## src/rtl/c_table_builder.sv

```systemverilog
// Builds the 4-entry FM-index C-table: counts A/C/G/T in a symbol stream, then writes prefix sums.
// Define C_TABLE_SAT_EN for saturating counters/sums with a sticky overflow flag (default: wrap, overflow=0).
module c_table_builder #(
  parameter int DATA_W   = 8,
  parameter int SENTINEL = 1
) (
  input  logic              clk,
  input  logic              rst,
  input  logic              start,
  input  logic              sym_valid,
  input  logic [1:0]        symbol,
  input  logic              sym_last,
  output logic              sym_ready,
  output logic              wr_en,
  output logic [1:0]        wr_addr,
  output logic [DATA_W-1:0] wr_data,
  output logic              busy,
  output logic              done,
  output logic              overflow
);

  localparam logic [1:0] S_IDLE  = 2'd0;
  localparam logic [1:0] S_COUNT = 2'd1;
  localparam logic [1:0] S_WRITE = 2'd2;
  localparam logic [1:0] S_DONE  = 2'd3;

  localparam logic [DATA_W-1:0] SENT_V = DATA_W'(SENTINEL);

  logic [1:0]        r_state;
  logic [DATA_W-1:0] r_cnt [4];
  logic [DATA_W-1:0] r_acc;
  logic [1:0]        r_idx;

  logic              w_accept;
  logic              w_lastWrite;
  logic [DATA_W-1:0] w_cntNext;
  logic [DATA_W-1:0] w_sumNext;

  assign w_accept    = (r_state == S_COUNT) && sym_valid;
  assign w_lastWrite = (r_idx == 2'd3);

`ifdef C_TABLE_SAT_EN
  localparam logic [DATA_W-1:0] MAX_V = '1;

  logic [DATA_W:0] w_cntFull;
  logic [DATA_W:0] w_sumFull;
  logic            w_cntSat;
  logic            w_sumSat;
  logic            r_overflow;

  assign w_cntFull = {1'b0, r_cnt[symbol]} + {{DATA_W{1'b0}}, 1'b1};
  assign w_sumFull = {1'b0, r_acc} + {1'b0, r_cnt[r_idx]};
  assign w_cntSat  = w_cntFull[DATA_W];
  assign w_sumSat  = w_sumFull[DATA_W];
  assign w_cntNext = w_cntSat ? MAX_V : w_cntFull[DATA_W-1:0];
  assign w_sumNext = w_sumSat ? MAX_V : w_sumFull[DATA_W-1:0];

  // Sticky flag; the sum after entry 3 is never written, so it cannot raise overflow.
  always_ff @(posedge clk or posedge rst) begin
    if (rst) begin
      r_overflow <= 1'b0;
    end else if ((r_state == S_IDLE) && start) begin
      r_overflow <= 1'b0;
    end else if (w_accept && w_cntSat) begin
      r_overflow <= 1'b1;
    end else if ((r_state == S_WRITE) && !w_lastWrite && w_sumSat) begin
      r_overflow <= 1'b1;
    end
  end

  assign overflow = r_overflow;
`else
  assign w_cntNext = r_cnt[symbol] + DATA_W'(1);
  assign w_sumNext = r_acc + r_cnt[r_idx];
  assign overflow  = 1'b0;
`endif

  always_ff @(posedge clk or posedge rst) begin
    if (rst) begin
      r_state <= S_IDLE;
      r_acc   <= '0;
      r_idx   <= 2'd0;
      for (int i = 0; i < 4; i++) begin
        r_cnt[i] <= '0;
      end
    end else begin
      case (r_state)
        S_IDLE: begin
          if (start) begin
            for (int i = 0; i < 4; i++) begin
              r_cnt[i] <= '0;
            end
            r_state <= S_COUNT;
          end
        end
        S_COUNT: begin
          if (w_accept) begin
            r_cnt[symbol] <= w_cntNext;
            if (sym_last) begin
              r_acc   <= SENT_V;
              r_idx   <= 2'd0;
              r_state <= S_WRITE;
            end
          end
        end
        S_WRITE: begin
          // r_acc always holds the entry being written this cycle.
          if (w_lastWrite) begin
            r_state <= S_DONE;
          end else begin
            r_acc <= w_sumNext;
            r_idx <= r_idx + 2'd1;
          end
        end
        default: begin
          r_state <= S_IDLE;
        end
      endcase
    end
  end

  assign sym_ready = (r_state == S_COUNT);
  assign wr_en     = (r_state == S_WRITE);
  assign wr_addr   = wr_en ? r_idx : 2'd0;
  assign wr_data   = wr_en ? r_acc : '0;
  assign busy      = (r_state != S_IDLE);
  assign done      = (r_state == S_DONE);

endmodule

```

## config.mk

```make
export PLATFORM = sky130hd
export DESIGN_NAME = c_table_builder
export DESIGN_NICKNAME = d
export VERILOG_FILES = /design/src/rtl/c_table_builder.sv
export SDC_FILE = /design/constraint.sdc
export NUM_CORES = 1
export LEC_CHECK = 0
export CAP_MARGIN = 20
export CORE_ASPECT_RATIO = 1.25
export CORE_MARGIN = 1.5
export CORE_UTILIZATION = 55
export DETAILED_ROUTE_END_ITERATION = 6
export GPL_TIMING_DRIVEN = 1
export PLACE_DENSITY = 0.74
export RECOVER_POWER = 25
export SETUP_SLACK_MARGIN = 0.4
export SLEW_MARGIN = 20
export SYNTH_ARGS = -nofsm -noshare
export SYNTH_HDL_FRONTEND = slang
export SYNTH_SLANG_ARGS = --single-unit
```

## constraint.sdc

```tcl
create_clock -name clk -period 3.9 [get_ports clk]
set_clock_uncertainty 0.05 [all_clocks]
set_input_delay 0.78 -clock clk [delete_from_list [all_inputs] [get_ports clk]]
set_output_delay 0.78 -clock clk [all_outputs]
set_load 0.01 [all_outputs]
```

-- Yosys cells after proc, flatten, opt, wreduce, memory -nomap -nowiden
Index checks and enable logic that the tools add are counted.
- add/sub/neg operators: 3
- multipliers: 0
- div/mod/pow operators: 0
- $lt $le $gt $ge: 3
- equality and inequality tests: 9
- shift-type cells: 0
- multiplexer cells: 27
- bitwise logic cells: 2
- reduce and logical (&&, ||, !) cells: 9
- operator list (operator ; number):
    8-bit 2-to-1 mux ; 9
    32-bit 2-to-1 mux ; 2
    32-bit case mux with 2 select lines ; 1
    8-bit binary-select mux with 2-bit select ; 2
    32-bit bitwise mux ; 1
    8-bit demux with 2-bit select ; 1
    2-bit 2-to-1 mux ; 8
    8-bit case mux with 2 select lines ; 1
    8-bit by 1-bit adder with 8-bit output (second input constant) ; 1
    8-bit adder ; 1
    4-bit AND reduction ; 2
    2-bit == test (second input constant) ; 3
    3-bit >= comparator (second input constant) ; 2
    2-bit != test (second input constant) ; 3
    2-bit inverter with 3-bit output ; 2
    2-bit case mux with 3 select lines ; 1
    2-bit nonzero test ; 3
    2-bit by 1-bit != test with 1-bit output (second input constant) ; 2
    2-bit case mux with 2 select lines ; 1
    3-bit by 1-bit < comparator with 1-bit output (second input constant) ; 1
    3-bit AND reduction ; 1
    2-bit by 1-bit adder with 2-bit output (second input constant) ; 1
    2-bit by 1-bit == test with 1-bit output (second input constant) ; 1
    1-bit logical AND ; 2
    2-bit zero test ; 1
- register bits after elaboration: 44
- latch bits: 0
- bits in writable memories: 0
- memory bits (read-only): 0
- input port bits: 7
- output and inout bits: 15
- logic and storage cells: 60
- memories kept: 0

-- Depth between registers and ports, before layout
- depth after elaboration: 8
- mapped depth: 10
- mapped depth without buffers: 9

-- Worst setup path after synthesis
OpenSTA, ideal clock, no wires.
- path kind: register to register
- start point: register r_idx[0]
- end point: register r_acc[6]
- library setup time: 0.121 ns
- arrival: 2.573 ns
- required time: 3.729 ns
- slack: 1.156 ns
- stages on the path, launching flop included: 11
- path buffers: 1
- period minus slack after synthesis: 2.744 ns
- path through: dfrtp_1 -> buf_2 -> mux4_2 -> ha_1 -> fa_1 -> a21o_1 -> a21oi_1 -> o21bai_1 -> a21oi_1 -> xnor2_1 -> a22o_1
- word-level cells in the longest chain between the ends: 7
- elaborated cells between the ends (all ways): 10
- those cells by class: add/sub (1); eq/ne (2); mux (5); bitwise (1); reduce/logical (1)
- RTL lines (element ; RTL line ; source):
    from (decl) ; 32 ; logic [1:0] r_idx;
    from (signal assigned) ; 112 ; r_idx <= r_idx + 2'd1;
    2-bit inverter with 3-bit output (implied by the code) ; 74 ; assign w_sumNext = r_acc + r_cnt[r_idx];
    8-bit binary-select mux with 2-bit select ; 74 ;
    8-bit 2-to-1 mux (implied by the code) (2 in series) ; 74 ;
    8-bit adder ; 74 ;
    8-bit 2-to-1 mux ; 108 ; if (w_lastWrite) begin
    8-bit case mux with 2 select lines ; 87 ; case (r_state)
    to (signal assigned) ; 111 ; r_acc <= w_sumNext;
    to (decl) ; 31 ; logic [DATA_W-1:0] r_acc;
Several ways; a longest one is shown, not always the timed one. The select of a mux whose other input is x is not followed.
A chain may end at the register's enable or synchronous reset.

-- Final worst setup path
Same ends and word-level chain as after synthesis.

==> out/metrics.yaml <==
clocking:
  cts_resized: 0
  clock_latency_ns: 0.29
  cts_max_level: 2
  cts_made_buffers: 5
  ctsHoldBuffers: 0
  clk_pin_slew_ns: 0.08
  post_cts_buffers: 0
  cts_tree: "built"
  numClockSinks: 44
  cts_root_buffer: "clkbuf_8"
  clock_path_buffers: 2
setup_path:
  crit_path_top_delay_cell: "dfrtp_1"
  path_delay_family: "compound AO/OA/AOI/OAI gates"
  worstPathArrival_ns: 3.27
  cp_num_cells: 9
  end_kind: "register"
  path_buf_inv: 0
  worstSetupPathType: "register to register"
  required_ns: 4.04
  path_common_cell: "a21oi_1"
  reg2reg_depth: 9
  crit_chain: "mux4_2, ha_1, fa_1, a21o_1, a21oi_1, o21bai_1, a21oi_1, xnor2_1, a22o_1"
  startpoint_type: "register"
  timing.critical_path.fanout_max: 11
  critPathMaxStageDelay_ns: 0.77
placement:
  port_buffers: 20
  gp_congestion: 0.864
  dp_hpwl_um: 4040
routing:
  drt_first_pass_iters: 4
  wl_per_cell_um: 17.2
  num_vias: 1927
  via_per_inst: 5.89
  drt_wl_total_um: 5620
  ant_nets: 0
  drtIter0Drc: 76
  drc: 0
sta:
  period_share_pct: 80.2
  rsz0062_at_grt: "no"
  slew_viol_final: 45
  relSlewSlack_pct: -55.3
  worst_pin_slew_ns: 2.33
  finalSetupViolCount: 0
  tns_ns: 0
  hold_viol_final: 0
  finalWorstPathRequiredPeriod_ns: 3.13
  max_freq_mhz: 320
status:
  violations: "capacitance limit, slew limit"
  status: "finished, violations left"
global_route:
  grt_first_pass_wirelength_um: 9470
  track_usage_pct: 24.7
  gr-total-overflow: 0
  antenna_found_initial: 0
  grt_max_degree: 45
  grt_pass1_vias: 1935
floorplanning:
  die_height_um: 80.4
  fp.coreArea_um2: 4660
  rows: 28
  ioPinCount: 22
  start_util_pct: 56.6
  die_area_um2: 5220
  die_x_um: 64.9
power_and_ir_drop:
  powerDensity_nw_per_um2: 470
  ir_drop_mv: 0.281
  switching_share_pct: 40.2
  p_switching_uw: 557
  p_leak_uw: 0.00131
  power_uw: 1390
  internal_power_uw: 828
  seqPwrFrac_pct: 41.6
  share_comb_of_total_power_pct: 39.2
  clkPwrFrac_pct: 19.1
yosys:
  yosysWarnings: 0
  synth.distinct_cells: 40
  synth_cells: 249
  ys_ff_latch: 44
  synth.yosys.seq_area_share_pct: 41.7
  syn_nets: 271
  syn_avg_cell_area_um2: 10.6
  syn_area_um2: 2640
cells_and_area:
  fin_util_pct: 63.2
  nets: 289
  antenna_cells: 0
  drive_above_1_share_pct: 8.61
  synthToLayoutAreaGrowth_pct: 11.6
hold_path:
  hold_depth: 2
  hold_class: "register to register"
job:
  max_cap_viol_count: 1
==> registers in the layout (all words and copies together) (netlist names) <==
name,flops
r_acc,8
r_state,2
r_cnt,32
r_idx,2
==> cell usage after synthesis <==
| library cell | count | area (µm²) |
|---|---|---|
| a21oi_1 | 5 | 25.0 |
| buf_6 | 1 | 11.3 |
| xor2_2 | 1 | 16.3 |
| mux4_1 | 6 | 158 |
| and3_1 | 1 | 6.26 |
| a31oi_1 | 1 | 6.26 |
| buf_2 | 1 | 5.00 |
| inv_1 | 10 | 37.5 |
| clkbuf_1 | 7 | 26.3 |
| a21o_1 | 2 | 15.0 |
| dfrtp_1 | 44 | 1100 |
| a22o_1 | 5 | 43.8 |
| o21bai_1 | 3 | 22.5 |
| and3_4 | 1 | 11.3 |
| nor3_1 | 2 | 10.0 |
| mux2i_1 | 1 | 10.0 |
| nand2b_1 | 4 | 25.0 |
| o211ai_1 | 1 | 7.51 |
| and2_4 | 2 | 17.5 |
| fa_1 | 1 | 20.0 |
| buf_4 | 1 | 7.51 |
| o22ai_1 | 1 | 6.26 |
| nor2_1 | 1 | 3.75 |
| xnor2_1 | 4 | 35.0 |
| and2_1 | 11 | 68.8 |
| o21a_1 | 1 | 7.51 |
| nand3_4 | 1 | 17.5 |
| xor2_1 | 5 | 43.8 |
| o21ai_1 | 13 | 65.1 |
| conb_1 | 1 | 3.75 |
| mux4_2 | 10 | 225 |
| o21ai_0 | 30 | 150 |
| xnor2_2 | 1 | 16.3 |
| a211oi_1 | 2 | 15.0 |
| mux2_2 | 1 | 11.3 |
| ha_1 | 14 | 175 |
| nand3_1 | 3 | 15.0 |
| nand4_1 | 1 | 6.26 |
| or3_1 | 2 | 12.5 |
| nand2_1 | 47 | 176 |
==> worst register-to-register path, stage by stage, from the launching register on <==
cell	delay, ns
dfrtp_1	0.77
mux4_2	0.61
ha_1	0.24
fa_1	0.41
a21o_1	0.18
a21oi_1	0.24
o21bai_1	0.09
a21oi_1	0.17
xnor2_1	0.08
a22o_1	0.19
==> logic make-up after synthesis <==
logic type,share of synthesized area (%)
flops,41.7
xor+xnor,4.22
compound gates,13.8
fa+ha+maj,7.40
other cells,0.142
buf+inv,3.32
simple gates,14.0
mux,15.3
==> power by group through the flow <==
stage / clock (µW) / sequential, µW / combinational, µW
after floorplan: 0 / 532 / 403
after global placement: 0 / 583 / 534
after detailed placement: 0 / 585 / 543
after CTS: 271 / 576 / 546
after global routing: 290 / 586 / 611
final: 265 / 577 / 543
==> cell type report <==
class,count,area [µm²]
clock inverters,1,5.00
repair buffers,21,204
fillers,403,1720
inverters,10,37.5
multi-input cells,185,1450
well taps,60,75.1
clock buffers,6,72.6
flip-flops and latches,44,1100
==> final timing paths <==
kind                                        end                  from  slack, ns
hold / removal             r_cnt[7]$_DFFE_PP0P_  r_cnt[7]$_DFFE_PP0P_       0.46
max in group asynchronous  r_cnt[3]$_DFFE_PP0P_                   rst       0.88
min in group asynchronous  r_acc[5]$_DFFE_PP0P_                   rst       1.60
setup / recovery           r_acc[6]$_DFFE_PP0P_  r_idx[0]$_DFFE_PP0P_       0.77
hold reg to reg            r_cnt[7]$_DFFE_PP0P_  r_cnt[7]$_DFFE_PP0P_       0.46
setup reg to reg           r_acc[6]$_DFFE_PP0P_  r_idx[0]$_DFFE_PP0P_       0.77
==> metal layers <==
metal  track usage [%]  wire length, µm  vias up
li1                  -                -      918
met1              28.2             2320      967
met2              45.1             3000       35
met3              5.60              203        7
met4              8.72               96        0
met5                 0                0        -
==> cell usage in the layout, fill, tap and decap left out, types with 3 or more instances in the layout <==
cell             netlist  layout
a21oi_1                5       5
a22o_1                 5       5
and2_1                11      11
clkbuf_8               0       5
clkdlybuf4s50_1        0      20
dfrtp_1               44      44
ha_1                  14      14
inv_1                 10       9
mux4_1                 6       6
mux4_2                10      10
nand2_1               47      47
nand2b_1               4       4
nand3_1                3       3
o21ai_0               30      30
o21ai_1               13      13
o21bai_1               3       3
xnor2_1                4       4
xor2_1                 5       5
==> metrics by stage <==
stage / cell area, µm² / setup WS, ns / std cells / hold slack [ns]
after floorplan: 2640 / 1.16 / 249 / 0.408
after global placement: 2870 / 0.616 / 320 / 0.423
after detailed placement: 2870 / 0.543 / 320 / 0.445
after CTS: 2950 / 0.739 / 327 / 0.462
after global routing: 2940 / 0.354 / 327 / 0.499
final: 2940 / 0.774 / 327 / 0.461
(Power assumes the default switching activity.)
